`config.mk`:
```
export PLATFORM = sky130hd
export DESIGN_NAME = nn_layer_sequencer
export DESIGN_NICKNAME = d
export VERILOG_FILES = /design/src/rtl/nn_layer_sequencer.sv
export SDC_FILE = /design/constraint.sdc
export NUM_CORES = 1
export LEC_CHECK = 0
export CORE_MARGIN = 1.5
export CORE_UTILIZATION = 49
export DETAILED_ROUTE_END_ITERATION = 6
export GPL_TIMING_DRIVEN = 0
export PLACE_DENSITY = 0.81
export SLEW_MARGIN = 40
export SYNTH_ARGS = -nofsm -noshare
export SYNTH_HDL_FRONTEND = slang
export SYNTH_SLANG_ARGS = --single-unit
```
`constraint.sdc`:
```
create_clock -name clk -period 2.15 [get_ports clk]
set_input_delay 0.215 -clock clk [delete_from_list [all_inputs] [get_ports clk]]
set_output_delay 0.215 -clock clk [all_outputs]
set_load 0.005 [all_outputs]
```
`src/rtl/nn_layer_sequencer.sv`:
```
// nn_layer_sequencer
// Walks the shared 15-slice MAC datapath through every layer of one
// feed-forward inference. It produces the shared ROM/RAM address, the
// accumulator clear, the result-RAM write strobe and the source selects.
// A start/busy/done handshake lets capture logic launch an inference and
// see when it has finished.
module nn_layer_sequencer #(
   parameter int ADR_LEN       = 9,
   parameter int NUM_LAYERS    = 3,
   parameter int INPUT_CYCLES  = 257,
   parameter int HIDDEN_CYCLES = 16
) (
   input  logic               clk,
   input  logic               reset,
   input  logic               start,
   input  logic               abort,
   output logic               busy,
   output logic               done,
   output logic [ADR_LEN-1:0] cycle,
   output logic               clear,
   output logic               we,
   output logic               rd_src1,
   output logic [1:0]         rd_src2,
   output logic [1:0]         layer
);

   typedef enum logic [2:0] {
      IDLE  = 3'd0,
      CLEAR = 3'd1,
      MAC   = 3'd2,
      WRITE = 3'd3,
      DONE  = 3'd4
   } state_t;

   localparam logic [ADR_LEN-1:0] INPUT_LAST  = ADR_LEN'(INPUT_CYCLES - 1);
   localparam logic [ADR_LEN-1:0] HIDDEN_LAST = ADR_LEN'(HIDDEN_CYCLES - 1);
   localparam logic [1:0]         LAST_LAYER  = 2'(NUM_LAYERS - 1);

   state_t             state_q, state_d;
   logic [ADR_LEN-1:0] cycle_q, cycle_d;
   logic [1:0]         layer_q, layer_d;
   logic [ADR_LEN-1:0] lastBeat;

   // Layer 0 integrates every pixel plus the bias row; later layers only
   // see the 15 hidden activations plus their bias row.
   assign lastBeat = (layer_q == 2'd0) ? INPUT_LAST : HIDDEN_LAST;

   // Next-state logic: abort drops everything and returns to an idle,
   // zeroed sequencer; otherwise step through clear/mac/write per layer.
   always_comb begin
      state_d = state_q;
      cycle_d = cycle_q;
      layer_d = layer_q;
      if (abort) begin
         state_d = IDLE;
         cycle_d = '0;
         layer_d = 2'd0;
      end else begin
         case (state_q)
            IDLE: begin
               cycle_d = '0;
               layer_d = 2'd0;
               if (start) begin
                  state_d = CLEAR;
               end
            end
            CLEAR: begin
               cycle_d = '0;
               state_d = MAC;
            end
            MAC: begin
               if (cycle_q == lastBeat) begin
                  cycle_d = '0;
                  state_d = WRITE;
               end else begin
                  cycle_d = cycle_q + ADR_LEN'(1);
               end
            end
            WRITE: begin
               cycle_d = '0;
               if (layer_q == LAST_LAYER) begin
                  state_d = DONE;
               end else begin
                  layer_d = layer_q + 2'd1;
                  state_d = CLEAR;
               end
            end
            DONE: begin
               cycle_d = '0;
               layer_d = 2'd0;
               state_d = IDLE;
            end
            default: begin
               cycle_d = '0;
               layer_d = 2'd0;
               state_d = IDLE;
            end
         endcase
      end
   end

   // State, address and layer registers; reset outranks abort and start.
   always_ff @(posedge clk) begin
      if (reset) begin
         state_q <= IDLE;
         cycle_q <= '0;
         layer_q <= 2'd0;
      end else begin
         state_q <= state_d;
         cycle_q <= cycle_d;
         layer_q <= layer_d;
      end
   end

   // Control strobes decode straight from the state; the accumulator is
   // held cleared whenever no products are being integrated.
   always_comb begin
      busy    = (state_q == CLEAR) || (state_q == MAC) || (state_q == WRITE);
      done    = (state_q == DONE);
      clear   = (state_q == IDLE) || (state_q == CLEAR) || (state_q == DONE);
      we      = (state_q == WRITE);
      rd_src1 = (layer_q != 2'd0);
      rd_src2 = layer_q;
      cycle   = cycle_q;
      layer   = layer_q;
   end

endmodule

```
---- Yosys cells after proc, flatten, opt, wreduce, memory -nomap -nowiden ----
Index checks and enable logic that the tools add are counted.
operators by class
  $add $sub $neg .......................... 2
  equal/unequal tests ..................... 9
  multiplexer cells ....................... 7
  bitwise logic cells ..................... 2
  reduce and logical (&&, ||, !) cells .... 12
operators by type and width
  cell                   number
  $pmux W3 S4            1
  $add A9 B1 Y9 const B  1
  $eq A9 B9 Y1           1
  $mux W3                3
  $mux W9                1
  $eq A3 B2 Y1 const B   2
  $ne A2 B2 Y1 const B   3
  $logic_or A1 B1 Y1     4
  $pmux W2 S2            1
  $reduce_and A2 Y1      2
  $reduce_or A2 Y1       2
  $reduce_or A4 Y1       1
  $eq A3 B1 Y1 const B   1
  $eq A3 B3 Y1 const B   1
  $logic_not A3 Y1       1
  $add A2 B1 Y2 const B  1
  $eq A2 B2 Y1 const B   1
  $logic_not A2 Y1       1
  $mux W2                1
  $not A1 Y1             2
  $reduce_bool A2 Y1     1
word-level totals
  register bits after elaboration ......... 14
  input bits .............................. 4
  output and inout port bits .............. 18
  logic and storage cells ................. 35

---- Longest topological paths before layout ----
  depth in word-level cells ............... 5
  mapped depth ............................ 5
  gate-level depth less buffers ........... 5

---- Least setup slack after synthesis ----
No wires, ideal clock.
  path kind ............................... register to register
  start point ............................. register cycle_q[0], in the netlist cycle[0]
  end point ............................... register cycle_q[8], in the netlist cycle[8]
  library setup time ...................... 0.086 ns
  data arrival time ....................... 1.310 ns
  data required time ...................... 2.064 ns
  setup slack ............................. 0.753 ns
  stages on the path, launching flop included .. 5
  path buffers ............................ 0
  period minus slack after synthesis ...... 1.397 ns
  path through ............................ dfxtp_1 ha_1 nand3_1 or3_1 a221oi_2
on the way
  cells in the longest elaborated chain, start to end .. 2
  elaborated cells on any way between the ends .. 3
  those cells by class .................... add/sub (1); eq/ne (1); reduce/logical (1)
ends and longest elaborated chain
  element                                                RTL line  source
  from (decl)                                            40        logic [ADR_LEN-1:0] cycle_q, cycle_d;
  from (signal assigned)                                 110       cycle_q <= cycle_d;
  branches (longest 2 deep; another with $add A9 B1 Y9)  --
Several ways; the timed one is not identified.
A chain may end at the register's enable or synchronous reset.

---- Final worst setup path ----
  start point ............................. register state_q[1]
  end point ............................... output port done
on the way
  cells in the longest elaborated chain, start to end .. 1
ends and longest elaborated chain
  element                 RTL line  source
  from (decl)             39        state_t state_q, state_d;
  from (signal assigned)  109       state_q <= state_d;
  $eq A3 B3 Y1            119       done = (state_q == DONE);
  to (decl)               18        output logic done,
Every way passes these cells.

==> run summary <==
layout cells sized above 1 = 9.91%
fmax = 537 MHz
kind of critical path = reg2out
CTS HTree Levels = 1
Mapped Nets = 93
Post-CTS Setup Inserts = 0
Residual DRC = 0
crit-path max cell delay = 0.45 ns
post-route insts no fill = 127
maximum VDD drop = 0.278 mV
slowest CP cell = clkdlybuf4s50_1
Buffers on Ports = 21
Final Critical Period = 1.86 ns
detailed placer's ending HPWL = 1130 um
Mean Syn Cell Area = 8.80 um2
TritonCTS Buffers = 3
warning count from the yosys run = 0
Via density = 5.50
part of the cycle the worst path needs = 86.7%
# hold bufs at CTS = 0
chip width = 42.3 um
Worst Slack Setup Final = 0.286 ns
crit path capture type = output pin
# fillers = 143
die area = 1790 um2
Final TNS setup = 0 ns
Hold Fails Final Rpt = 0
largest net degree at the start of global routing = 11
Post-CTS Resized = 0
CTS tree = built
RD Place Congestion = 0.696
Most used DFF post-synth = dfxtp_1
gr usage total = 18.0%
CTS Buffer Depth = 2
row count = 14
status = complete, no violations
crit path cell chain = clkbuf_1 > nor2_1 > and2_1 > clkdlybuf4s50_1
vias = 699
Antenna Nets Post-Route = 0
CP arrival = 1.65 ns
sequential element share of the synthesized area = 37.0%
family with the most delay on the worst path = buffers and inverters
CORE AREA = 1470 um2
number of max-cap violations = 0
final setup vio count = 0
Least-Margin Pin Slew = 0.560 ns
largest fanout on the critical path = 10
Yosys cell types = 28
Root Buffer = clkbuf_4
Syn Inst Count = 86
post-synthesis cell area = 757 um2
Post-synth ARST share = 0%
total grt overflow = 0
count of state elements after synthesis = 14
Die Y = 42.3 um
Worst-Skew Late Latency = 0.28 ns
initial antenna violation count = 0
CTS sink cnt = 14
Critical Path Source Type = register
vias in the first global route = 588
Detailed Route Iter0 Violations = 7
Static Leakage = 0.362 nW
Seq. cell area = 280 um2
pre-CTS setup slack = 0.529 ns
worst path buffer plus inverter count = 2
RSZ-0062 raised after global routing = false
Post-synth EDFFs = 0
Worst-path clk slew = 0.09 ns
initial core utilization = 51.4%
final-stage net count = 119
Layout area overhead = 35.2%
WL/cell = 11.6 um
final wirelength = 1480 um
Final Skew = 0.00432 ns
Pwr per Cell Area = 467 nW/um2
first-pass GRT wire length = 2450 um
Antenna Diode Count = 0
DP Cell Count = 123
Slew Viols, Final = 0
Slew headroom = 62.3%
multi-input logic area = 438 um2
Pre-antenna DRT Iters = 4
I/O pin total = 22
critical path data required time = 1.93 ns
Hold WC Path Type = reg2reg
stage by stage:
step | instance area, um2 | util, % | hold WS [ns] | power [mW]
2_1_floorplan | 757 | - | 0.413 | 0.279
3_3_place_gp | 987 | 67.1 | 0.511 | 0.291
3_5_place_dp | 987 | 67.1 | 0.529 | 0.291
4_1_cts | 1020 | 69.6 | 0.542 | 0.483
5_1_grt | 1020 | 69.6 | 0.575 | 0.492
6_report | 1020 | 69.6 | 0.544 | 0.478
placed cells by master (no fill, tap or decap), types with 4 or more instances in the layout:
master | synthesis | routed
nand3_1 | 7 | 7
inv_1 | 4 | 4
nor2_1 | 6 | 6
or3_1 | 5 | 5
clkdlybuf4s50_1 | 0 | 21
o21ai_0 | 7 | 7
dfxtp_1 | 14 | 14
a21oi_1 | 7 | 7
worst register-to-register path, stage by stage (launching register included):
cell	delay, ns
dfxtp_1	0.42
ha_1	0.21
nand3_1	0.16
or3_1	0.40
a221oi_2	0.25
area by class of cell:
type / instances / share of cell area [%]
multi-input cells: 64 / 42.8
flip-flops and latches: 14 / 27.4
clock buffers: 4 / 3.55
repair buffers: 21 / 20.5
plain buffers: 4 / 2.32
well taps: 16 / 1.96
inverters: 4 / 1.47
logic make-up (layout without fill, tap and decap cells):
| family | Yosys count | count (layout) | synth area share (%) |
|---|---|---|---|
| and+or+nand+nor | 37 | 37 | 29.1 |
| AOI/OAI and AO/OA | 20 | 20 | 19.2 |
| DFF | 14 | 14 | 37.0 |
| buffers and inverters | 8 | 33 | 5.12 |
| xor gates and xnor gates | 4 | 4 | 4.63 |
| adders and majority gates | 3 | 3 | 4.96 |
report_power, final:
part           switching (mW)  internal, mW  total (mW)
Clock                  0.0896         0.103       0.193
Combinational         0.00978        0.0132      0.0230
Sequential            0.00141         0.260       0.262
Total                   0.101         0.377       0.478
final timing paths:
kind | from | to | slack, ns | cells past startpoint
max reg2reg | cycle[0] | cycle[8] | 0.61 | 4
max | state_q[1] | done | 0.29 | 4
min reg2reg | cycle[0] | cycle[0] | 0.54 | 1
min | cycle[0] | cycle[0] | 0.54 | 1
state kept, by name (all words and copies together) (netlist names):
| name | cells |
|---|---|
| state_q | 3 |
| cycle | 9 |
| layer | 2 |
synthesized netlist by cell type, types with 3 or more instances:
master / count / area (um2)
dfxtp_1: 14 / 280
nand3_1: 7 / 35.0
ha_1: 3 / 37.5
o21ai_0: 7 / 35.0
nor2_1: 6 / 22.5
nand2_1: 3 / 11.3
a21oi_1: 7 / 35.0
a211oi_1: 3 / 22.5
or3_1: 5 / 31.3
inv_1: 4 / 15.0
nor2b_1: 3 / 18.8
xnor2_1: 3 / 26.3
layer usage:
| metal | share of wire (%) | global-route usage, % | up-vias | wire [um] |
|---|---|---|---|---|
| met2 | 48 | 32.9 | 22 | 711 |
| met4 | 2.1 | 7.50 | 0 | 31 |
| met1 | 44 | 19.7 | 313 | 655 |
| li1 | - | - | 359 | - |
| met5 | 0 | 0 | - | 0 |
| met3 | 5.5 | 3.88 | 5 | 81 |
No activity file was read; power rests on OpenSTA's default activity.
